==> src/rtl/spi_reg_pkg.sv <==
// Shared types and constants for the SPI-to-register bridge.
// SPI_REG_BRIDGE_BURST_EN adds the RD_DATA state used by burst reads.
package spi_reg_pkg;

    localparam int unsigned CMD_RW_BIT      = 7;
    localparam logic [7:0]  IDLE_TX_DEFAULT = 8'h00;

    typedef enum logic [2:0] {
        StCmd,
        StWrData,
        StRdDummy,
`ifdef SPI_REG_BRIDGE_BURST_EN
        StRdData,
`endif
        StDone
    } state_e;

endpackage

==> src/rtl/sync_2ff.sv <==
// Two-flop synchroniser for a single asynchronous level.
// RESET_VAL sets both flops so an idle line does not glitch out of reset.
module sync_2ff #(
    parameter logic RESET_VAL = 1'b0
) (
    input  logic clk,
    input  logic rst,
    input  logic d,
    output logic q
);

    logic [1:0] sync_q;

    always_ff @(posedge clk) begin
        if (rst) begin
            sync_q <= {2{RESET_VAL}};
        end else begin
            sync_q <= {sync_q[0], d};
        end
    end

    assign q = sync_q[1];

endmodule

==> src/rtl/spi_reg_bridge.sv <==
// Maps framed SPI byte transactions from the slave byte engine onto a register bus.
// Define SPI_REG_BRIDGE_BURST_EN for auto-incrementing burst writes and reads.
module spi_reg_bridge
    import spi_reg_pkg::*;
#(
    parameter int unsigned      ADDR_W  = 7,
    parameter int unsigned      WIDTH   = 8,
    parameter logic [WIDTH-1:0] IDLE_TX = IDLE_TX_DEFAULT
) (
    input  logic              clk,
    input  logic              rst,
    input  logic              spi_ss_n,
    input  logic              spi_ready,
    output logic              spi_en,
    input  logic [WIDTH-1:0]  spi_rx_data,
    output logic [WIDTH-1:0]  spi_tx_data,
    output logic [ADDR_W-1:0] reg_addr,
    output logic              reg_wr_en,
    output logic [WIDTH-1:0]  reg_wdata,
    output logic              reg_rd_en,
    input  logic [WIDTH-1:0]  reg_rdata,
    output logic              frame_err
);

    state_e            state_q, state_d;
    logic [ADDR_W-1:0] addr_q, addr_d;
    logic [WIDTH-1:0]  tx_q, tx_d;
    logic [WIDTH-1:0]  wdata_q, wdata_d;
    logic              wr_en_q, wr_en_d;
    logic              rd_en_q, rd_en_d;
    logic              err_q, err_d;
    logic              en_q;
    logic              hs_q;
    logic              rd_valid_q;
    logic              ss_sync, ss_prev_q;
    logic              active, deselect, hs;

    sync_2ff #(
        .RESET_VAL(1'b1)
    ) u_ss_sync (
        .clk(clk),
        .rst(rst),
        .d  (spi_ss_n),
        .q  (ss_sync)
    );

    assign active   = ~ss_sync;
    assign deselect = ss_sync & ~ss_prev_q;
    assign hs       = en_q & spi_ready;

    always_comb begin
        state_d = state_q;
        addr_d  = addr_q;
        tx_d    = tx_q;
        wdata_d = wdata_q;
        wr_en_d = 1'b0;
        rd_en_d = 1'b0;
        err_d   = 1'b0;

        if (hs_q) begin
            tx_d = IDLE_TX;
        end
        // Read data from the bus wins over the post-handshake idle reload.
        if (rd_valid_q) begin
            tx_d = reg_rdata;
        end
`ifdef SPI_REG_BRIDGE_BURST_EN
        // Advance only after the strobe so reg_addr is stable while it is high.
        if (wr_en_q) begin
            addr_d = addr_q + ADDR_W'(1);
        end
`endif

        if (deselect) begin
            state_d = StCmd;
            tx_d    = IDLE_TX;
            err_d   = (state_q == StWrData) || (state_q == StRdDummy);
        end else if (hs) begin
            unique case (state_q)
                StCmd: begin
                    addr_d = spi_rx_data[ADDR_W-1:0];
                    if (spi_rx_data[CMD_RW_BIT]) begin
                        state_d = StWrData;
                    end else begin
                        rd_en_d = 1'b1;
                        state_d = StRdDummy;
                    end
                end
                StWrData: begin
                    wr_en_d = 1'b1;
                    wdata_d = spi_rx_data;
`ifdef SPI_REG_BRIDGE_BURST_EN
                    state_d = StWrData;
`else
                    state_d = StDone;
`endif
                end
                StRdDummy: begin
`ifdef SPI_REG_BRIDGE_BURST_EN
                    addr_d  = addr_q + ADDR_W'(1);
                    rd_en_d = 1'b1;
                    state_d = StRdData;
`else
                    state_d = StDone;
`endif
                end
`ifdef SPI_REG_BRIDGE_BURST_EN
                StRdData: begin
                    addr_d  = addr_q + ADDR_W'(1);
                    rd_en_d = 1'b1;
                end
`endif
                StDone: begin
                    state_d = StDone;
                end
                default: begin
                    state_d = StCmd;
                end
            endcase
        end
    end

    always_ff @(posedge clk) begin
        if (rst) begin
            state_q    <= StCmd;
            addr_q     <= '0;
            tx_q       <= IDLE_TX;
            wdata_q    <= '0;
            wr_en_q    <= 1'b0;
            rd_en_q    <= 1'b0;
            err_q      <= 1'b0;
            en_q       <= 1'b0;
            hs_q       <= 1'b0;
            rd_valid_q <= 1'b0;
            ss_prev_q  <= 1'b1;
        end else begin
            state_q    <= state_d;
            addr_q     <= addr_d;
            tx_q       <= tx_d;
            wdata_q    <= wdata_d;
            wr_en_q    <= wr_en_d;
            rd_en_q    <= rd_en_d;
            err_q      <= err_d;
            en_q       <= spi_ready & ~en_q & active;
            hs_q       <= hs & ~deselect;
            // A read in flight at deselect still runs on the bus; drop its result.
            rd_valid_q <= rd_en_q & ~deselect;
            ss_prev_q  <= ss_sync;
        end
    end

    assign spi_en      = en_q;
    assign spi_tx_data = tx_q;
    assign reg_addr    = addr_q;
    assign reg_wr_en   = wr_en_q;
    assign reg_wdata   = wdata_q;
    assign reg_rd_en   = rd_en_q;
    assign frame_err   = err_q;

endmodule

==> config.mk <==
export PLATFORM = sky130hd
export DESIGN_NAME = spi_reg_bridge
export DESIGN_NICKNAME = d
export VERILOG_FILES = /design/src/rtl/spi_reg_pkg.sv /design/src/rtl/sync_2ff.sv /design/src/rtl/spi_reg_bridge.sv
export SDC_FILE = /design/constraint.sdc
export NUM_CORES = 1
export LEC_CHECK = 0
export BUFFER_PORTS_ARGS = -buffer_cell sky130_fd_sc_hd__buf_2
export CAP_MARGIN = 40
export CORE_UTILIZATION = 25
export CTS_BUF_LIST = sky130_fd_sc_hd__clkbuf_2 sky130_fd_sc_hd__clkbuf_4 sky130_fd_sc_hd__clkbuf_8
export DETAILED_ROUTE_END_ITERATION = 8
export PLACE_DENSITY = 0.51
export REMOVE_ABC_BUFFERS = 1
export SETUP_SLACK_MARGIN = 0.2
export SYNTH_ARGS = -nofsm -noshare
export SYNTH_HDL_FRONTEND = slang
export SYNTH_HIERARCHICAL = 1
export SYNTH_SLANG_ARGS = --single-unit
==> constraint.sdc <==
create_clock -name clk -period 3.1 [get_ports clk]
set_clock_uncertainty 0.1 [all_clocks]
set_input_delay 0.465 -clock clk [delete_from_list [all_inputs] [get_ports clk]]
set_output_delay 0.465 -clock clk [all_outputs]
set_load 0.05 [all_outputs]
# Yosys cells after proc, flatten, opt, wreduce, memory -nomap -nowiden

Cells that the tools add are included.

Reduce and logical (&&, ||, !) cells: 10
Muxes and demuxes: 6
Bitwise logic cells: 12
Equality and inequality tests: 3

Operators by type and width:

| kind                                                 | count |
|---|---|
| two-way mux 8 bit                                    | 2 |
| bitwise AND 1 bit                                    | 6 |
| equality test 3 x 2 -> 1 bit (second input constant) | 2 |
| inverter 1 bit                                       | 6 |
| case mux 3 bit (2 select lines)                      | 1 |
| AND reduction 3 bit                                  | 2 |
| OR reduction 3 bit                                   | 2 |
| OR reduction 2 bit                                   | 2 |
| OR reduction 4 bit                                   | 1 |
| equality test 3 x 1 -> 1 bit (second input constant) | 1 |
| logical NOT 3 bit                                    | 1 |
| two-way mux 1 bit                                    | 2 |
| two-way mux 2 bit                                    | 1 |
| nonzero test 2 bit                                   | 1 |
| logical OR 1 bit                                     | 1 |

Logic and storage cells: 43
Register bits after elaboration: 35

# Logic depth before layout (Yosys ltp)

Depth in word-level cells: 4
Mapped depth: 5
Gate-level depth less buffers: 5

# Hierarchy

Netlist, hierarchy kept.

By module, submodules not included:

| module         | cells each | area an instance (um2) | instances |
|---|---|---|---|
| spi_reg_bridge | 129        | 1291.2                 | 1 |
| sync_2ff       | 4          | 52.6                   | 1 |

# Worst setup path after synthesis

No wires, ideal clock.

Kind: register -> register
Start: register en_q (netlist: spi_en)
End: register wdata_q[0] (netlist: reg_wdata[0])
Data required time: 2.928 ns
Arrival: 1.429 ns
Stages on the path, launching flop included: 6
Slack: 1.499 ns
Period minus slack after synthesis: 1.601 ns
Cells stage by stage: dfxtp_1 > and2_4 > buf_6 > and3_4 > buf_6 > mux2i_1

Longest elaborated chain between the ends: 2

Ends and longest elaborated chain:

| element                       | RTL line              | RTL |
|---|---|---|
| start, declared               | spi_reg_bridge.sv:32  | `logic en_q;` |
| start signal, assigned        | spi_reg_bridge.sv:144 | `en_q <= spi_ready & ~en_q & active;` |
| bitwise AND 1 bit             | spi_reg_bridge.sv:49  | `assign hs = en_q & spi_ready;` |
| AND reduction 3 bit (no line) | -                     |  |
| end signal, assigned          | spi_reg_bridge.sv:140 | `wdata_q <= wdata_d;` |
| end, declared                 | spi_reg_bridge.sv:28  | `logic [WIDTH-1:0] wdata_q, wdata_d;` |

Every way passes these cells.
A chain may end at the register's enable or synchronous reset.

# Worst setup path in the final report

Start: register en_q (netlist: spi_en)
End: output port spi_en

RTL lines:

| element       | RTL line             | RTL |
|---|---|---|
| end, declared | spi_reg_bridge.sv:14 | `output logic spi_en,` |

No word-level cell between the ends.

==> summary.txt <==
STA
  – Count of final hold-check violations: 0
  – Worst slew pin tran: 0.4586 ns
  – FMAX: roughly 0.67 GHz
  – Max Transition Viols Final: 0
  – Fin crit share: 47.81%
  – Final setup viols: 0
  – Tmin final: 1.482 ns
  – Slew HR: 69.38%
  – Final setup margin: between 1.5 and 2 ns
  – Unrepaired setup endpoints after global routing: no
  – Setup TNS: 0 ns

Final layout
  – Layout cells sized above 1: 32.40%
  – Fin area: 0.001723 mm^2
  – Inserted Diodes: 0
  – Most frequent cells in the layout: buf_2 (46), dfxtp_1 (34), nand2b_1 (25)
  – Fin cells: 249
  – Area growth syn-to-layout: 28.21%
  – Most common cell after layout, fill and taps aside: buf_2
  – Net total in the final layout: 201

Placed design
  – GPL Wtd Cong: approximately 0.64
  – Dpl cell area: 0.001613 mm^2
  – DP Worst Slack: roughly 1.5 ns
  – Placed Cells: roughly 240
  – Port Buffers: 46

Synthesis
  – #FFs+latches synth: 34
  – Synth cell types: 22
  – Syn Area/Cell: 10.10 um^2
  – Sequential share of the synthesized area: 50.65%
  – Synth warnings: 6
  – Synthesized area: 0.001344 mm^2
  – Mapped Cells: 133

GRT
  – Number of global-route vias before repair: 975
  – Total track usage: 9.785%
  – First-pass GRT wire length: ~4100 um
  – GR Overflow Total: 0
  – Largest net degree at the start of global routing: 30
  – Initial antenna violation count: 0

Setup path
  – Arrival time at the worst endpoint: 0.92 ns
  – CP bufs+invs: 1
  – Crit-path slowest cell: dfxtp_1
  – Req. time, crit path: 2.53 ns
  – CP cell instances: buf_2
  – CP max FO: 4
  – CP Class: reg2out
  – Critical path's largest stage delay: 0.36 ns
  – Crit path max-delay family: flip-flops
  – Critical Path End Type: output port
  – Critical path startpoint category: flip-flop

Worst hold path
  – Hold Crit Class: in2reg

Route
  – DR vias/cell: 4.000
  – Routed wire per std cell: 10.14 um
  – Routed vias: 996
  – Routed WL: 2525 um
  – Detail Route Antenna Nets: 0
  – First-pass iteration count of the detailed router: 2
  – Drt drc: 0
  – DR iter-0 viols: 17

Pwr
  – Worst IR Drop VDD: 0.2351 mV
  – Pwr/cell area: 496.4 mW/mm^2
  – Static Leakage: about 0.79 nW

Clocking
  – Clk slew on worst S/H paths: 0.07 ns
  – CTS tree: done
  – Inserted Clock Buffers: 5
  – Root Buffer: clkbuf_8
  – Post-CTS Resized: 0
  – Clock sink count: 34
  – Worst-Skew Late Latency: around 0.28 ns
  – Buffer depth of the longest clock path: 2
  – Post-CTS setup buffers: 0
  – Hold_buf cts: 0
  – Htree depth: 2

Floorplan
  – Initial Util: 26.14%
  – Die height: 75.32 um
  – Core footprint: ~0.0051 mm^2
  – Die X: 75.32 um
  – Core Rows: 26
  – Die area: 0.005672 mm^2
  – Ports: 47

Outcome
  – Status: complete, no violations

Run
  – Max Cap Viol: 0
-- metal layers --
metal	wire length [um]	global-route usage, %	up-vias
li1	-	-	524
met1	1188	11.07	429
met2	1070	16.37	40
met3	241	4.233	3
met4	23	3.704	0
met5	0	0	-
-- registers in the layout, indices dropped and copies added (netlist names) --
signal / count
reg_rd_en: 1
spi_tx_data: 8
ss_prev_q: 1
state_q: 2
frame_err: 1
reg_wr_en: 1
u_ss_sync/sync_q: 2
spi_en: 1
hs_q: 1
reg_addr: 7
reg_wdata: 8
rd_valid_q: 1
-- worst paths after layout --
kind                       start                  end  slack [ns]  cells after the start
min reg2reg  u_ss_sync/sync_q[0]  u_ss_sync/sync_q[1]        0.31                      1
max                       spi_en               spi_en        1.62                      1
min                     spi_ss_n  u_ss_sync/sync_q[0]        0.28                      2
max reg2reg           state_q[0]          reg_addr[1]        1.81                      4
-- cell families (layout without fill, tap and decap cells) --
kind of cell	Yosys count	in the layout	share of synthesized area, %
and+or+nand+nor	57	57	25.61
DFF	34	34	50.65
muxes	15	15	11.17
AOI/OAI and AO/OA	12	12	5.028
buffers and inverters	12	58	4.748
adders and majority gates	3	3	2.794
-- final cells by class --
| type | count | area, um^2 |
|---|---|---|
| fill | 567 | 3417 |
| sequential | 34 | 680.7 |
| multi-input combinational | 87 | 599.3 |
| timing repair buffer | 46 | 230.2 |
| clock buffer | 8 | 110.1 |
| tap | 70 | 87.58 |
| inverter | 4 | 15.01 |
-- power breakdown --
part | leakage [nW] | switching [mW] | internal (mW)
Clock | 0.0575 | 0.151 | 0.224
Combinational | 0.461 | 0.0205 | 0.0184
Sequential | 0.274 | 0.00140 | 0.440
Total | 0.793 | 0.173 | 0.682
-- through the flow --
stage	power (mW)	utilization [%]	hold slack [ns]
global route	0.8911	33.52	0.2870
detailed placement	0.4905	31.38	0.2947
CTS	0.8684	33.52	0.2671
global placement	0.4905	31.38	0.2867
finish	0.8553	33.52	0.2803
floorplan	0.4703	-	0.2832
-- synthesized netlist by cell type (all sizes together) --
cell    number  area, um^2
a211oi       2       15.01
a21oi        9       45.04
and2         1       8.760
and3         1       11.26
buf          4       32.53
clkbuf       4       16.26
dfxtp       34       680.7
ha           3       37.54
inv          4       15.01
mux2i       15       150.1
nand2        1       3.750
nand2b      25       156.4
nand3        2       15.01
nor2        13       48.80
nor3b       10       75.07
nor4         1       6.260
o21a         1       7.510
or2          3       18.77
No activity file was read; power rests on OpenSTA's default activity.
